[src/rtl/gate_chk_pkg.sv]
// Shared types and constants for the gate truth-table checker.
// Holds the sequencer state encoding and reference truth tables for 2-input gates.
// Truth-table bit k is the expected gate output for input vector k.
package gate_chk_pkg;

    typedef enum logic [1:0] {
        ST_IDLE  = 2'd0,
        ST_DRIVE = 2'd1,
        ST_DONE  = 2'd2
    } gate_chk_state_e;

    // Bit k = expected output when stim == k (stim bit 0 is input a).
    localparam logic [3:0] TT_OR2  = 4'b1110;
    localparam logic [3:0] TT_AND2 = 4'b1000;
    localparam logic [3:0] TT_XOR2 = 4'b0110;

endpackage

[src/rtl/gate_chk_hold_timer.sv]
// Purpose: per-vector hold counter; pulses tc_o on the last cycle of each hold window.
// Latency: tc_o is combinational from the registered count, asserted HOLD_CYCLES cycles after load.
// Backpressure: none; counts only while en_i is high and wraps to 0 after the terminal cycle.
module gate_chk_hold_timer
    import gate_chk_pkg::*;
#(
    parameter int HOLD_CYCLES = 10
) (
    input  logic clk,
    input  logic rst,
    input  logic load_i,
    input  logic en_i,
    output logic tc_o
);

    localparam int CNT_W = $clog2(HOLD_CYCLES + 1);
    localparam logic [CNT_W-1:0] CNT_LAST = CNT_W'(HOLD_CYCLES - 1);

    logic [CNT_W-1:0] cnt_q;
    logic [CNT_W-1:0] cnt_d;

    // Terminal count is only meaningful while the sequencer is driving.
    assign tc_o = en_i && (cnt_q == CNT_LAST);

    // Next count: restart on load, wrap after the terminal cycle, else increment.
    always_comb begin
        cnt_d = cnt_q;
        if (load_i) begin
            cnt_d = '0;
        end else if (en_i) begin
            cnt_d = (cnt_q == CNT_LAST) ? '0 : cnt_q + CNT_W'(1);
        end
    end

    // Counter register with synchronous reset.
    always_ff @(posedge clk) begin
        if (rst) begin
            cnt_q <= '0;
        end else begin
            cnt_q <= cnt_d;
        end
    end

endmodule

[config.mk]
export PLATFORM = sky130hd
export DESIGN_NAME = gate_chk_hold_timer
export DESIGN_NICKNAME = d
export VERILOG_FILES = /design/src/rtl/gate_chk_pkg.sv /design/src/rtl/gate_chk_hold_timer.sv
export SDC_FILE = /design/constraint.sdc
export NUM_CORES = 1
export LEC_CHECK = 0
export BUFFER_PORTS_ARGS = -buffer_cell sky130_fd_sc_hd__buf_2
export CAP_MARGIN = 40
export CORE_AREA = 2 2 39 41
export DETAILED_ROUTE_END_ITERATION = 6
export DIE_AREA = 0 0 41 43
export GPL_TIMING_DRIVEN = 0
export PLACE_DENSITY_LB_ADDON = 0.1
export SYNTH_ARGS = -nofsm -noshare
export SYNTH_HDL_FRONTEND = slang
export SYNTH_SLANG_ARGS = --single-unit
[constraint.sdc]
create_clock -name clk -period 1.7 [get_ports clk]
set_input_delay 0.085 -clock clk [delete_from_list [all_inputs] [get_ports clk]]
set_output_delay 0.085 -clock clk [all_outputs]
set_load 0.05 [all_outputs]
==> results of run 1 <==
-- power breakdown --
| group | total [uW] | switching, uW | internal, uW |
|---|---|---|---|
| clock network | 113 | 34.6 | 78.7 |
| registers | 98.2 | 2.05 | 96.1 |
| logic | 12.8 | 7.15 | 5.70 |
| total | 224 | 43.8 | 180 |
-- worst max-delay path by stage --
stage / cells after the start / endpoint
final: 3 / tc_o
after global routing: 3 / tc_o
after CTS: 3 / tc_o
after detailed placement: 3 / cnt_q[1]$_SDFFE_PP0P_
after global placement: 3 / cnt_q[1]$_SDFFE_PP0P_
after floorplan: 2 / tc_o
-- kinds of logic after synthesis --
family / Yosys count / synth area share (%)
simple gates: 10 / 32.5
compound gates: 4 / 15.9
xor+xnor: 2 / 9.27
flops: 4 / 42.4
-- cell usage in the layout, fill, tap and decap left out --
cell / synthesis / final
dfxtp_1: 4 / 4
buf_2: 0 / 4
clkbuf_4: 0 / 3
nor2b_1: 2 / 2
nor3_1: 2 / 2
o21ai_0: 2 / 2
nand2_2: 1 / 1
nor3b_2: 0 / 1
xnor2_1: 1 / 1
nand3_1: 1 / 1
xor2_1: 1 / 1
and4b_1: 1 / 1
a211oi_1: 1 / 1
or3_1: 1 / 1
nand2_1: 1 / 1
a211oi_2: 1 / 1
-- cell type report --
type,instances,area (um^2)
Timing Repair Buffer,4,20.0
Fill cell,161,1130
Sequential cell,4,80.1
Multi-Input combinational cell,16,114
Clock buffer,3,22.5
Tap cell,16,20.0
-- layer usage --
layer  track usage (%)  share of wire (%)  vias to the layer above
li1                  -                  -                       88
met1              5.16                 41                       85
met2              7.50                 52                        4
met3              3.66                7.2                        0
met4              10.0                  0                        0
met5                 0                  0                        -
-- critical path, delay by kind of cell (launching register included) --
kind          cells  cell delay (ns)
buf+inv           1             0.28
flops             1             0.34
simple gates      2             0.36
-- per-stage QoR --
| step | setup slack (ns) | total power, uW |
|---|---|---|
| 5_1_grt | 0.282 | 242 |
| 4_1_cts | 0.406 | 231 |
| 3_5_place_dp | 0.599 | 112 |
| 6_report | 0.408 | 224 |
| 3_3_place_gp | 0.601 | 112 |
| 2_1_floorplan | 0.478 | 104 |
==> results_dict.tcl, run 1 <==
set metrics [dict create \
    synthTopCellsByCount "dfxtp_1, nor2b_1, nor3_1, o21ai_0" \
    clk_latency_ns 0.23 \
    htreeDepth 1 \
    hp-class "input port to register" \
    clock_skew_ns 0.00251 \
    whs_ns 0.0663 \
    p_leak_uw 0.0000902 \
    port_buffers 4 \
    start_util_pct 13.7 \
    synthFlopType "dfxtp_1" \
    maxSlewHeadroom_pct 83.2 \
    slowest_delay_ns 0.34 \
    power_density_nw_per_um2 874 \
    finalMaxSlewViolations 0 \
    hold_depth 2 \
    io-pin-count 5 \
    core_um2 1380 \
    largestRegisters "cnt_q (4)" \
    antenna_cells 0 \
    fmax_mhz 774 \
    finalWirelength_um 401 \
    synth_top_area_share_pct 42.4 \
    vias 177 \
    worstPathRequired_ns 1.62 \
    path_clk_slew_ns 0.04 \
    period_minus_slack_ns 1.29 \
    finalWeightedCongestion 0.679 \
    overflow 0 \
    cts_root_buf "clkbuf_4" \
    worst_hold_path.endpoint "cnt_q[1]$_SDFFE_PP0P_" \
    die_x_um 41 \
    grt_max_degree 7 \
    dieHeight_um 43 \
    synth_cell_type_count 14 \
    drive_above_1_share_pct 37.0 \
    cts.sinks 4 \
    path_cells "nor2b_1, nor3b_2, buf_2" \
    antenna_found_initial 0 \
    yosysWarnings 0 \
    cts_tree "yes" \
    startpoint_type "register" \
    worst_slew_pin_slew_ns 0.254 \
    drcViolationCount 0 \
    detailed_place.area_um2 234 \
    drv_cap 0 \
    cts_hold_buf 0 \
    wl_per_cell_um 9.33 \
    crit_start "cnt_q[3]$_SDFFE_PP0P_" \
    crit_fanout 3 \
    syn_nets 24 \
    setup-violations-final 0 \
    post_cts_buffers 0 \
    rows 14 \
    layout.cells.non_filler 43 \
    finalHoldViolations 0 \
    reg2reg_from "cnt_q[0]$_SDFFE_PP0P_" \
    cts_buffers 3 \
    dp.cells 40 \
    dp_hpwl_um 321 \
    yosysMostFrequentCell "dfxtp_1" \
    cp-end-kind "output pin" \
    ctsResizeCount 0 \
    ys_seq_area_share_pct 42.4 \
    worstHoldStart "rst" \
    area_growth_pct 35.8 \
    synth.largest_area_cell "dfxtp_1" \
    synth_edf_count 0 \
    cp.arrival_ns 1.21 \
    grt_pass1_wl_um 641 \
    finish.utilization_pct 18.5 \
    viasPerCell 4.12 \
    cts_buffer_depth 2 \
    reg2reg_depth 3 \
    nets 33 \
    grt_util_all_layers_pct 6.23 \
    ys_ff_latch 4 \
    crit_type "register to output pin" \
    largest_reg_flops 4 \
    vdd_ir_drop_max_v 0.000272 \
    firstDrtPassIters 1 \
    r2r-end "cnt_q[1]$_SDFFE_PP0P_" \
    synthArstFlopShare_pct 0 \
    timing.reg2reg.setup_slack_ns 0.60 \
    antenna_left 0 \
    synth.cell_area_um2 189 \
    status "finished, final reports clean" \
    grt_pass1_vias 168 \
    rsz0062_at_grt "no" \
    dieArea_um2 1760 \
    synthCells 20 \
    final.period_utilization_pct 76.0 \
    finalInstanceArea_um2 256 \
    synth.area.top_cells "dfxtp_1, a211oi_2, nor2b_1, and4b_1, nor3_1" \
    fin_setup_tns_ns 0 \
    top_register "cnt_q" \
    cp_slowest_cell "dfxtp_1" \
    drt_iter0_drc 0 \
    syn_area_per_cell_um2 9.45 \
]
(Power assumes the default switching activity.)
==> run 2: changes to the inputs <==
- clock period: 1.7 -> 1.27 ns (I/O delays scaled with it)
==> run 2 against run 1 <==
Clock power increased by 35%. Combinational power increased by 37%. Global-route usage unchanged. Critical path depth unchanged. Final area increased by 5.9%. Via count stayed put. Setup slack got worse by 0.31 ns. Hold slack got worse by 0.022 ns. Largest power group unchanged.
==> results_dict.tcl, run 2 (same netlist as run 1, synthesis figures left out) <==
set metrics [dict create \
    post_cts_buffers 0 \
    p_leak_uw 0.0000911 \
    rows 14 \
    antenna_found_initial 0 \
    dieHeight_um 43 \
    finish.utilization_pct 19.6 \
    finalHoldViolations 0 \
    drcViolationCount 0 \
    vias 177 \
    period_minus_slack_ns 1.18 \
    rsz0062_at_grt "no" \
    top_register "cnt_q" \
    antenna_cells 0 \
    startpoint_type "register" \
    grt_util_all_layers_pct 6.23 \
    status "finished, final reports clean" \
    clock_skew_ns 0.00251 \
    wl_per_cell_um 9.12 \
    final_common_cell "dfxtp_1" \
    cts_buffers 3 \
    fin_setup_tns_ns 0 \
    area_growth_pct 43.7 \
    finalWirelength_um 392 \
    setup-violations-final 0 \
    io-pin-count 5 \
    worstPathRequired_ns 1.21 \
    cts_buffer_depth 2 \
    cp-end-kind "output pin" \
    layout_common_cells "dfxtp_1, clkbuf_4, buf_2, nor3_1, o21ai_0" \
    crit_type "register to output pin" \
    clk_latency_ns 0.23 \
    finalWeightedCongestion 0.679 \
    fillers 163 \
    dieArea_um2 1760 \
    drive_above_1_share_pct 40.7 \
    cts_root_buf "clkbuf_4" \
    grt_pass1_vias 168 \
    worst_slew_pin_slew_ns 0.232 \
    htreeDepth 1 \
    antenna_left 0 \
    fin_ws_ns 0.0937 \
    maxSlewHeadroom_pct 84.5 \
    firstDrtPassIters 1 \
    overflow 0 \
    largest_reg_flops 4 \
    vdd_ir_drop_max_v 0.000364 \
    grt_max_degree 7 \
    start_util_pct 13.7 \
    power_density_nw_per_um2 1110 \
    viasPerCell 4.12 \
    nets 33 \
    cts_tree "yes" \
    die_x_um 41 \
    cts.sinks 4 \
    port_buffers 4 \
    grt_pass1_wl_um 641 \
    hp-class "input port to register" \
    fmax_mhz 850 \
    dp_hpwl_um 321 \
    drt_iter0_drc 0 \
    final.period_utilization_pct 92.6 \
    cp.arrival_ns 1.11 \
    largestRegisters "cnt_q (4)" \
    path_clk_slew_ns 0.04 \
    drv_cap 0 \
    crit_fanout 3 \
    finalMaxSlewViolations 0 \
    pre_cts_ws_ns 0.169 \
    core_um2 1380 \
]
[run 2: cell types whose count changed in the layout (fill, tap and decap cells not counted)]
| cell | before | now |
|---|---|---|
| nor2b_2 | 0 | 1 |
| nor3b_4 | 0 | 1 |
| nor3b_2 | 1 | 0 |
| buf_2 | 4 | 3 |
| buf_6 | 0 | 1 |
| nor2b_1 | 2 | 1 |
[run 2: timing repair]
action / 4_1_cts / 5_1_grt
setup endpoints to repair: 1 / 1
hold buffers: 0 / 0
resized for setup: 1 / 3
cloned: 0 / 0
[run 2: layout make-up]
class	count	area (um^2)	share of cell area, %
multi-input combinational	16	123	45.2
sequential	4	80.1	29.5
timing repair buffer	4	26.3	9.68
clock buffer	3	22.5	8.29
tap	16	20.0	7.37
[run 2: stage by stage]
step	power (uW)	std cells	instance area, um^2	hold WS [ns]
floorplan	140	20	194	0.128
global placement	150	40	234	0.281
detailed placement	150	40	234	0.284
CTS	309	43	259	0.0363
global route	325	43	272	0.0454
finish	301	43	272	0.0448
[run 2: report_power, final]
group	internal, uW	leakage, uW	total, uW	switching [uW]
clock network	105	0.0000138	152	46.3
logic	7.64	0.0000449	17.5	9.87
registers	129	0.0000324	132	2.93
[run 2: critical path: stages (launching register included)]
cell and delay (ns):
dfxtp_1 0.34, nor2b_2 0.17, nor3b_4 0.19, buf_6 0.18
[run 2: final timing paths]
kind,startpoint,depth (start not counted),slack [ns],end
setup / recovery,cnt_q[3]$_SDFFE_PP0P_,3,0.09,tc_o
setup reg to reg,cnt_q[0]$_SDFFE_PP0P_,3,0.15,cnt_q[1]$_SDFFE_PP0P_
hold / removal,rst,2,0.04,cnt_q[1]$_SDFFE_PP0P_
hold reg to reg,cnt_q[3]$_SDFFE_PP0P_,2,0.52,cnt_q[3]$_SDFFE_PP0P_
[run 2: metal layers]
metal	track usage [%]	vias to the layer above	part of all wire [%]
met5	0	-	0
met4	10.0	0	0
met3	3.66	0	3.3
met2	7.50	4	54
met1	5.16	85	43
li1	-	88	-
==> run 3: changes to the inputs <==
- BUFFER_PORTS_ARGS: -buffer_cell sky130_fd_sc_hd__buf_2 -> unset
- DONT_BUFFER_PORTS: unset -> 1
==> run 3 against run 2 <==
Final cell count is the same. Sequential share of layout area shrank 0.49 points. Combinational power grew 11%. Setup slack lost 0.13 ns. Largest power group unchanged. Wire length grew 13%. Clock-buffer cell count is the same. The flow now finishes with violations (negative setup slack). Fmax shrank 9.9%. Clock power is essentially flat. Largest cell class unchanged. Clock skew shrank 0.00064 ns.
==> results_dict.tcl, run 3 (same netlist as run 1, synthesis figures left out) <==
set metrics [dict create \
    status "finished with violations" \
    violations "negative setup slack" \
    area_growth_pct 53.0 \
    rsz0062_at_grt "yes" \
    fmax_mhz 766 \
    hp-class "input port to register" \
    wl_per_cell_um 10.3 \
    crit_start "cnt_q[3]$_SDFFE_PP0P_" \
    cp.arrival_ns 1.24 \
    finalInstanceArea_um2 289 \
    power_density_nw_per_um2 1050 \
    top_register "cnt_q" \
    cts_buffers 3 \
    core_um2 1380 \
    final.period_utilization_pct 103 \
    largestRegisters "cnt_q (4)" \
    drt_iter0_drc 0 \
    p_total_uw 304 \
    finalWeightedCongestion 0.685 \
    whs_ns 0.0113 \
    layout_common_cells "clkbuf_4, dfxtp_2" \
    vdd_ir_drop_max_v 0.000356 \
    cts_root_buf "clkbuf_4" \
    reg2reg_from "cnt_q[3]$_SDFFE_PP0P_" \
    port_buffers 0 \
    dp_hpwl_um 285 \
    startpoint_type "register" \
    cts.sinks 4 \
    largest_reg_flops 4 \
    drv_cap 0 \
    path_clk_slew_ns 0.04 \
    slowest_delay_ns 0.53 \
    path_cells "nor2b_4, nor3b_4" \
    grt_pass1_wl_um 786 \
    antenna_left 0 \
    setup-violations-final 1 \
    crit_type "register to output pin" \
    antenna_cells 0 \
    grt_max_degree 7 \
    grt_pass1_vias 195 \
    r2r-end "cnt_q[3]$_SDFFE_PP0P_" \
    nets 33 \
    drcViolationCount 0 \
    vias 173 \
    crit_fanout 3 \
    htreeDepth 1 \
    start_util_pct 13.7 \
    hold_depth 2 \
    drive_above_1_share_pct 44.4 \
    finalWirelength_um 441 \
    finalHoldViolations 0 \
    grt_util_all_layers_pct 7.53 \
    finalMaxSlewViolations 0 \
    dieArea_um2 1760 \
    fin_ws_ns -0.0359 \
    rows 14 \
    die_x_um 41 \
    maxSlewHeadroom_pct 60.7 \
    cts_buffer_depth 2 \
    viasPerCell 4.02 \
    detailed_place.area_um2 214 \
    pre_cts_ws_ns -0.0381 \
    antenna_found_initial 0 \
    overflow 0 \
    worstPathRequired_ns 1.21 \
    clk_latency_ns 0.23 \
    dieHeight_um 43 \
    clock_skew_ns 0.00187 \
    worst_hold_path.endpoint "cnt_q[0]$_SDFFE_PP0P_" \
    cp-end-kind "output pin" \
    cts_tree "yes" \
    worstHoldStart "en_i" \
    p_leak_uw 0.0000939 \
    period_minus_slack_ns 1.31 \
    layout.cells.non_filler 43 \
    timing.reg2reg.setup_slack_ns 0.17 \
    cp_slowest_cell "nor3b_4" \
    io-pin-count 5 \
    dp.cells 36 \
    reg2reg_depth 4 \
    worst_slew_pin_slew_ns 0.590 \
    firstDrtPassIters 1 \
]
==> run 3: cell count changes in the layout (fill, tap and decap cells not counted), sizes merged <==
cell / delta
dlygate4sd3: +2
buf: -2
==> run 3: worst max path at each step <==
stage                     endpoint  cells after the start
after floorplan               tc_o                      2
after global placement        tc_o                      2
after detailed placement      tc_o                      2
after CTS                     tc_o                      2
after global routing          tc_o                      2
final                         tc_o                      2
==> run 3: power by group <==
part,switching [uW],total [uW],internal [uW]
clock,47.8,153,105
sequential,2.00,131,129
combinational,8.99,19.5,10.5
==> run 3: metrics by stage <==
step	utilization, %	setup TNS [ns]
final	20.9	-0.0359
after global routing	20.9	-0.0912
after CTS	20.9	-0.0312
after detailed placement	15.5	-0.0381
after global placement	15.5	-0.0478
after floorplan	-	0
==> run 3: what timing repair did <==
action	4_1_cts	5_1_grt
gates resized for setup	6	0
pin swaps	1	0
buffers inserted	2	0
hold buffers	2	0
setup endpoints to repair	1	1
hold endpoints to repair	4	0
==> run 3: cell type report <==
class,instances,area (um^2)
Timing Repair Buffer,4,35.0
Multi-Input combinational cell,16,128
Clock buffer,3,22.5
Fill cell,152,1090
Tap cell,16,20.0
Sequential cell,4,83.8
==> run 3: layer usage <==
layer  part of all wire [%]  routed length [um]  vias up  track usage, %
met3                    2.0                   9        0            3.14
li1                       -                   -       87               -
met4                      0                   0        0            10.0
met2                     68                 298        4            10.9
met1                     30                 133       82            6.11
met5                      0                   0        -               0
==> run 3: worst max-delay path, delay by kind of cell, from the launching register on <==
family | cells | cell delay, ns
flops | 1 | 0.32
simple gates | 2 | 0.68
